$ cat config.mk
export PLATFORM = sky130hd
export DESIGN_NAME = cpu_sequencer
export DESIGN_NICKNAME = d
export VERILOG_FILES = /design/src/rtl/cpu_sequencer_pkg.sv /design/src/rtl/cpu_sequencer_wb_tracker.sv /design/src/rtl/cpu_sequencer.sv
export SDC_FILE = /design/constraint.sdc
export NUM_CORES = 1
export LEC_CHECK = 0
export BUFFER_PORTS_ARGS = -buffer_cell sky130_fd_sc_hd__clkbuf_2
export CAP_MARGIN = 25
export CORE_MARGIN = 5
export CORE_UTILIZATION = 35
export CTS_CLUSTER_DIAMETER = 100
export DETAILED_ROUTE_END_ITERATION = 10
export PLACE_DENSITY = 0.57
export SYNTH_ARGS = -nofsm -noshare
export SYNTH_HDL_FRONTEND = slang
export SYNTH_SLANG_ARGS = --single-unit
$ cat constraint.sdc
create_clock -name clk -period 3.9 [get_ports clk]
set_input_delay 0.195 -clock clk [delete_from_list [all_inputs] [get_ports clk]]
set_output_delay 0.195 -clock clk [all_outputs]
set_load 0.01 [all_outputs]
$ cat src/rtl/cpu_sequencer_pkg.sv
// Shared types and constants for the CPU instruction sequencer.
package cpu_sequencer_pkg;

    // Sequencer states; HALT is terminal until reset.
    typedef enum logic [2:0] {
        S_IDLE  = 3'd0,
        S_FETCH = 3'd1,
        S_REG   = 3'd2,
        S_EXEC  = 3'd3,
        S_CHECK = 3'd4,
        S_WAIT  = 3'd5,
        S_PCWB  = 3'd6,
        S_HALT  = 3'd7
    } seq_state_t;

    // Write-back channel indices.
    localparam int REG_WB  = 0;
    localparam int MEM_WB  = 1;
    localparam int FLAG_WB = 2;

    // Default bytes per instruction.
    localparam int DEF_PC_STEP = 2;

endpackage

$ cat src/rtl/cpu_sequencer_wb_tracker.sv
// Write-back tracker: pending mask, one-cycle triggers and WAIT timeout.
module wb_tracker #(
    parameter int NWB        = 3,
    parameter int WB_TIMEOUT = 15
) (
    input  logic           clk,
    input  logic           rst,
    input  logic           load,
    input  logic           active,
    input  logic [NWB-1:0] need,
    input  logic [NWB-1:0] done,
    output logic [NWB-1:0] wb_tr,
    output logic           all_done,
    output logic           timeout
);
    localparam int CW = $clog2(WB_TIMEOUT + 1);

    logic [NWB-1:0] pending;
    logic [CW-1:0]  cnt;
    logic [NWB-1:0] remaining;

    // Acks only matter for channels that are still pending.
    assign remaining = pending & ~done;
    assign all_done  = (remaining == '0);
    assign timeout   = active && !all_done && (cnt == CW'(WB_TIMEOUT));

    // Latch the mask at CHECK, retire acked channels and count WAIT cycles.
    always_ff @(posedge clk) begin
        if (rst) begin
            pending <= '0;
            wb_tr   <= '0;
            cnt     <= CW'(1);
        end else begin
            wb_tr <= load ? need : '0;
            if (load) begin
                pending <= need;
                cnt     <= CW'(1);
            end else if (active) begin
                pending <= timeout ? '0 : remaining;
                cnt     <= cnt + CW'(1);
            end
        end
    end

endmodule

$ cat src/rtl/cpu_sequencer.sv
// Multi-cycle instruction sequencer: FSM, PC register and retire bookkeeping.
module cpu_sequencer
    import cpu_sequencer_pkg::*;
#(
    parameter int WORD       = 16,
    parameter int NWB        = 3,
    parameter int PC_STEP    = DEF_PC_STEP,
    parameter int RESET_PC   = 0,
    parameter int WB_TIMEOUT = 15
) (
    input  logic                   clk,
    input  logic                   rst,
    input  logic                   halt_req,
    input  logic [NWB-1:0]         wb_need,
    input  logic [NWB-1:0]         wb_done,
    input  logic                   jump,
    input  logic                   rjump,
    input  logic [WORD-1:0]        jump_loc,
    input  logic signed [WORD-1:0] jump_inc,
    output logic [WORD-1:0]        pc,
    output logic                   fetch_tr,
    output logic                   reg_tr,
    output logic                   dne_tr,
    output logic [NWB-1:0]         wb_tr,
    output logic                   retire,
    output logic [WORD-1:0]        instr_count,
    output logic                   wb_error,
    output logic                   halted
);
    localparam logic [WORD-1:0] STEP = WORD'(PC_STEP);
    localparam logic [WORD-1:0] PC0  = WORD'(RESET_PC);

    seq_state_t state, next;
    logic       all_done, timeout;
    logic [WORD-1:0] pc_abs, pc_rel;

    wb_tracker #(.NWB(NWB), .WB_TIMEOUT(WB_TIMEOUT)) u_wb (
        .clk      (clk),
        .rst      (rst),
        .load     (state == S_CHECK),
        .active   (state == S_WAIT),
        .need     (wb_need),
        .done     (wb_done),
        .wb_tr    (wb_tr),
        .all_done (all_done),
        .timeout  (timeout)
    );

    // In PCWB pc already points past the executing instruction, hence -STEP.
    assign pc_abs = WORD'(jump_loc * STEP);
    assign pc_rel = pc + WORD'(jump_inc * STEP) - STEP;

    // State register.
    always_ff @(posedge clk) begin
        if (rst) state <= S_IDLE;
        else     state <= next;
    end

    // Next-state logic and Moore stage strobes.
    always_comb begin
        next     = state;
        fetch_tr = 1'b0;
        reg_tr   = 1'b0;
        dne_tr   = 1'b0;
        halted   = 1'b0;
        case (state)
            S_IDLE:  next = halt_req ? S_HALT : S_FETCH;
            S_FETCH: begin fetch_tr = 1'b1; next = S_REG; end
            S_REG:   begin reg_tr = 1'b1; next = S_EXEC; end
            S_EXEC:  begin dne_tr = 1'b1; next = S_CHECK; end
            S_CHECK: next = (wb_need == '0) ? S_PCWB : S_WAIT;
            S_WAIT:  if (all_done || timeout) next = S_PCWB;
            S_PCWB:  next = halt_req ? S_HALT : S_FETCH;
            S_HALT:  begin halted = 1'b1; next = S_HALT; end
            default: next = S_IDLE;
        endcase
    end

    // PC update, retire pulse, retired count and sticky timeout flag.
    always_ff @(posedge clk) begin
        if (rst) begin
            pc          <= PC0;
            retire      <= 1'b0;
            instr_count <= '0;
            wb_error    <= 1'b0;
        end else begin
            retire <= (state == S_PCWB);
            if (state == S_REG) pc <= pc + STEP;
            if (state == S_PCWB) begin
                if (jump)       pc <= pc_abs;
                else if (rjump) pc <= pc_rel;
                instr_count <= instr_count + WORD'(1);
            end
            if (timeout) wb_error <= 1'b1;
        end
    end

endmodule
After elaboration in Yosys (flattened, before gate mapping)

Cells that the tools add are included.

Flip-flop bits (word level): 47
Word-level logic and storage cells: 51
Output and inout port bits: 41
Input bits: 43

Reduce and logical (&&, ||, !) cells: 11
Equal/unequal tests: 9
Bitwise operators: 3
Add/sub/neg operators: 5
Multiplexer cells: 15

Operator list:

| cell                                                | count |
|---|---|
| two-way mux 16 bit                                  | 4 |
| case mux 3 bit (7 select lines)                     | 1 |
| adder 16 x 1 -> 16 bit, second input constant       | 1 |
| adder 16 bit                                        | 1 |
| adder 16 x 2 -> 16 bit, second input constant       | 1 |
| subtractor 16 x 2 -> 16 bit, second input constant  | 1 |
| two-way mux 3 bit                                   | 5 |
| equality test 3 bit, second input constant          | 4 |
| zero test 3 bit                                     | 3 |
| equality test 3 x 2 -> 1 bit, second input constant | 2 |
| OR reduction 2 bit                                  | 3 |
| adder 4 x 1 -> 4 bit, second input constant         | 1 |
| equality test 4 bit, second input constant          | 1 |
| two-way mux 1 bit                                   | 4 |
| AND 3 bit                                           | 1 |
| equality test 3 x 1 -> 1 bit, second input constant | 1 |
| inverter 3 bit                                      | 1 |
| logical AND 1 bit                                   | 2 |
| two-way mux 2 bit                                   | 1 |
| != test 2 bit, second input constant                | 1 |
| nonzero test 2 bit                                  | 1 |
| zero test 1 bit                                     | 1 |
| logical OR 1 bit                                    | 1 |
| inverter 1 bit                                      | 1 |

Depth between registers and ports, before layout

Depth after elaboration: 9
Mapped depth: 11
Mapped depth without buffers: 11

Modules after synthesis

From an unflattened synthesis, not the netlist that was laid out.

Cell total of the unflattened synthesis: 416
Area total of the unflattened synthesis: 3,310.7 um2

By module, submodules not included:

| module        | area each (um2) | cells each | times used | sequential area each (um2) |
|---|---|---|---|---|
| cpu_sequencer | 2,889.0         | 372        | 1          | 720.7 |
| wb_tracker    | 421.7           | 44         | 1          | 200.2 |

Least setup slack after synthesis

No wires, ideal clock.

Kind: register to register
From: reg pc[2]
To: reg pc[12]
Buffers on the path: 0
Library setup time: 0.095 ns
Stages on the path, launching flop included: 12
Data arrival time: 2.571 ns
Setup slack: 1.234 ns
Period minus slack after synthesis: 2.666 ns
Data required time: 3.805 ns
Cells stage by stage: dfxtp_1 -> inv_1 -> ha_1 -> inv_1 -> ha_1 -> fa_1 -> a211oi_1 -> nor3_1 -> o221ai_1 -> nor2b_1 -> mux2i_1 -> a221oi_1

Word-level cells in the longest chain between the ends: 5
Elaborated cells on any way between the ends: 7
Classes of those cells: add/sub: 3; mux: 4

Ends and longest elaborated chain:

| element                                                                  | line                                     | text |
|---|---|---|
| start, declared                                                          | cpu_sequencer.sv:20                      | `output logic [WORD-1:0] pc,` |
| start signal, assigned                                                   | cpu_sequencer.sv:88                      | `if (state == S_REG) pc <= pc + STEP;` |
| start signal, assigned                                                   | cpu_sequencer.sv:90                      | `if (jump) pc <= pc_abs;` |
| start signal, assigned                                                   | cpu_sequencer.sv:91                      | `else if (rjump) pc <= pc_rel;` |
| adder 16 bit / adder 16 x 2 -> 16 bit (equally long branches)            | cpu_sequencer.sv:51, cpu_sequencer.sv:88 |  |
| subtractor 16 x 2 -> 16 bit / two-way mux 16 bit (equally long branches) | cpu_sequencer.sv:51, cpu_sequencer.sv:88 |  |
| two-way mux 16 bit                                                       | cpu_sequencer.sv:91                      |  |
| two-way mux 16 bit                                                       | cpu_sequencer.sv:90                      |  |
| two-way mux 16 bit (*)                                                   | cpu_sequencer.sv:89                      | `if (state == S_PCWB) begin` |

Mark *: on every way between the ends. The rest lies on a longest branch, timed or not.
A chain may end at the register's enable or synchronous reset.

Final worst setup path

Same ends and word-level chain as after synthesis.

==> impl_metrics.py <==
metrics = {
    "run_status": {
        "outcome": "finished, final reports clean",
    },
    "cts": {
        "cts.repair.resized": 0,
        "cts_tree": "built",
        "htree_levels": 2,
        "numClockSinks": 46,
        "clk_pin_slew_worst_paths_ps": 100,
        "cts_hold_buf": 0,
        "post-cts-setup-buffers": 0,
        "cts_buffers": 5,
        "clk_path_buf_depth": 2,
        "cts_root_buf": "clkbuf_8",
        "insertion_delay_ps": 300,
    },
    "power": {
        "peakVddDrop_mv": 0.2153,
        "pwr_density_cell_nw_per_um2": 311.4,
        "leakage_nw": 1.789,
    },
    "yosys": {
        "synth.net_count": 515,
        "syn_avg_cell_area_um2": 7.675,
        "synthFlopType": "dfxtp_1",
        "synthTopCellsByArea": "dfxtp_1 27%, ha_1 11%, inv_1 6.8%, xnor2_1 6.2%, nor2_1 5.3%",
        "ys_seq_area_share_pct": 27.21,
        "synth.distinct_cells": 60,
        "synth_edf_count": 0,
        "synth_top_area_share_pct": 27.21,
        "synth_top_area_cell": "dfxtp_1",
        "async_reset_ff_share_pct": 0,
        "synth_area_um2": 3384,
        "synth_cells": 441,
        "ys_seq_elements": 46,
        "ys.warnings.count": 0,
    },
    "cells_and_area": {
        "ff_latch_area_um2": 920.9,
        "layout.nets": 589,
        "layout.cells.most_common_list": "80 x clkbuf_2, 61 x inv_1, 48 x nor2_1",
        "fillers": 977,
        "final_common_cell": "clkbuf_2",
        "antenna_cells": 0,
        "syn_to_final_growth_pct": 18.11,
        "drive_above_1_share_pct": 19.57,
        "multi_input_area_um2": 2155,
    },
    "critical_path": {
        "critPathMaxFanout": 5,
        "worstSetupStartpointType": "flop",
        "critPathArrivalTime_ps": 3280,
        "crit_type": "flop to flop",
        "critPathLaunch": "pc[2]$_SDFF_PP0_",
        "ff2ff_setup_slack_ps": 830,
        "end_kind": "flop",
        "r2r_start": "pc[2]$_SDFF_PP0_",
        "worstRegToRegCells": 11,
        "r2r_end": "pc[12]$_SDFF_PP0_",
        "cp-endpoint": "pc[12]$_SDFF_PP0_",
        "crit_required_ps": 4110,
    },
    "routing": {
        "first_pass_iters": 4,
        "routedWlPerCell_um": 14.03,
        "vias": 3290,
        "drc_errors": 0,
        "routed_wl_um": 9048,
        "viasPerCell": 5.101,
        "drtIter0Drc": 110,
        "drtAntennaViolNets": 0,
    },
    "global_routing": {
        "grt_max_degree": 28,
        "antenna_found_initial": 0,
        "grt_pass1_wl_um": 14420,
        "met3_usage_pct": 2.687,
        "grt_usage_pct": 15.25,
        "grt-busiest-layer": "met2",
        "gr-total-overflow": 0,
        "grtUsageMet2_pct": 24.47,
        "met1_usage_pct": 20.50,
        "grt_pass1_vias": 3045,
    },
    "timing": {
        "slew_viol_final": 0,
        "rsz0062_at_grt": "false",
        "finalHoldViolations": 0,
        "worst_pin_slew_ps": 724.3,
        "clock_skew_ps": 8.050,
        "slew_headroom_pct": 51.50,
        "period_share_pct": 78.71,
        "min_period_ps": 3070,
        "timing.hold.ws_ps": 136.7,
        "setup_tns_ps": 0,
        "finalSetupViolCount": 0,
        "fmax_ghz": 0.3258,
    },
    "floorplanning": {
        "fp.dieH_um": 108.3,
        "dieArea_um2": 11740,
        "start_util_pct": 36.28,
        "coreArea_um2": 9328,
        "io_pins": 84,
        "row_count": 35,
        "die_width_um": 108.3,
    },
    "job": {
        "cap_violations": 0,
    },
    "place": {
        "place_congestion": 0.8606,
        "dp_hpwl_um": 7015,
        "portBuffers": 80,
    },
    "hold_path": {
        "hold_path_class": "primary input to flop",
        "min_path_cells": 2,
    },
}
## registers in the layout, indices dropped and copies added (netlist names)
register,count
u_wb.wb_tr,3
pc,15
wb_error,1
u_wb.cnt,4
state,3
retire,1
u_wb.pending,3
instr_count,16
## through the flow
step	total power, mW	cells	setup WS [ps]	area, µm²	utilization [%]
floorplan	0.7868	441	1234	3385	-
global placement	0.8716	637	975.8	3885	41.65
detailed placement	0.8771	637	951.7	3885	41.65
CTS	1.255	645	912.4	3998	42.86
global route	1.319	645	704.8	3998	42.86
finish	1.245	645	830.3	3998	42.86
## worst min path at each step
stage                     from                  endpoint
floorplan           wb_need[0]  u_wb.wb_tr[0]$_SDFF_PP0_
global placement    wb_need[2]  u_wb.wb_tr[2]$_SDFF_PP0_
detailed placement  wb_need[0]  u_wb.wb_tr[0]$_SDFF_PP0_
CTS                 wb_need[0]  u_wb.wb_tr[0]$_SDFF_PP0_
global route        wb_need[1]  u_wb.wb_tr[1]$_SDFF_PP0_
finish              wb_need[0]  u_wb.wb_tr[0]$_SDFF_PP0_
## cells in the mapped netlist (3+ instances only)
master	count
o21bai_1	4
clkbuf_1	11
a211o_1	4
inv_1	61
mux2i_1	5
a21oi_1	25
nand2_1	35
a211oi_1	5
or3_1	3
nand4_1	4
o21ai_0	19
xor2_1	10
a21o_1	5
ha_1	30
a22oi_1	6
nand3_1	15
nor4_1	3
a31oi_1	3
dfxtp_1	46
nor2_1	48
nand2b_1	6
and3_1	3
a221oi_1	4
xnor2_1	24
and2_1	5
o22ai_1	4
nor3_1	11
## cell type report
cell class                      instances  area share (%)
Clock buffer                            5           1.721
Sequential cell                        46           23.04
Clock inverter                          3           1.095
Multi-Input combinational cell        318           53.90
Timing Repair Buffer                   82           10.39
Inverter                               62           5.822
Tap cell                              129           4.038
## logic make-up (layout without fill, tap and decap cells)
group	after synthesis	in the layout	share of synthesized area, %
and+or+nand+nor	153	153	23.44
AOI/OAI and AO/OA	94	94	18.15
buffers and inverters	77	152	9.131
DFF	46	46	27.21
xor gates and xnor gates	34	34	8.798
adders and majority gates	31	31	11.68
muxes	5	5	1.479
other	1	1	0.1108
## report_power, final
part           leakage, nW  internal, mW  switching (mW)
registers            0.373         0.488          0.0298
logic                 1.36         0.152           0.198
clock network       0.0585         0.193           0.185
## worst max-delay path, cell delays in order (launching register included)
cell,delay (ps)
dfxtp_1,410
inv_1,80
ha_1,270
inv_1,40
ha_1,230
fa_1,430
a211oi_1,410
nor3_1,140
o221ai_1,340
nor2b_1,230
mux2i_1,100
a221oi_1,290
## layer usage
layer,wire (µm),vias up
li1,-,1659
met1,4290,1522
met2,4126,93
met3,429,16
met4,201,0
met5,0,-
Power figures use the tool's default switching activity.
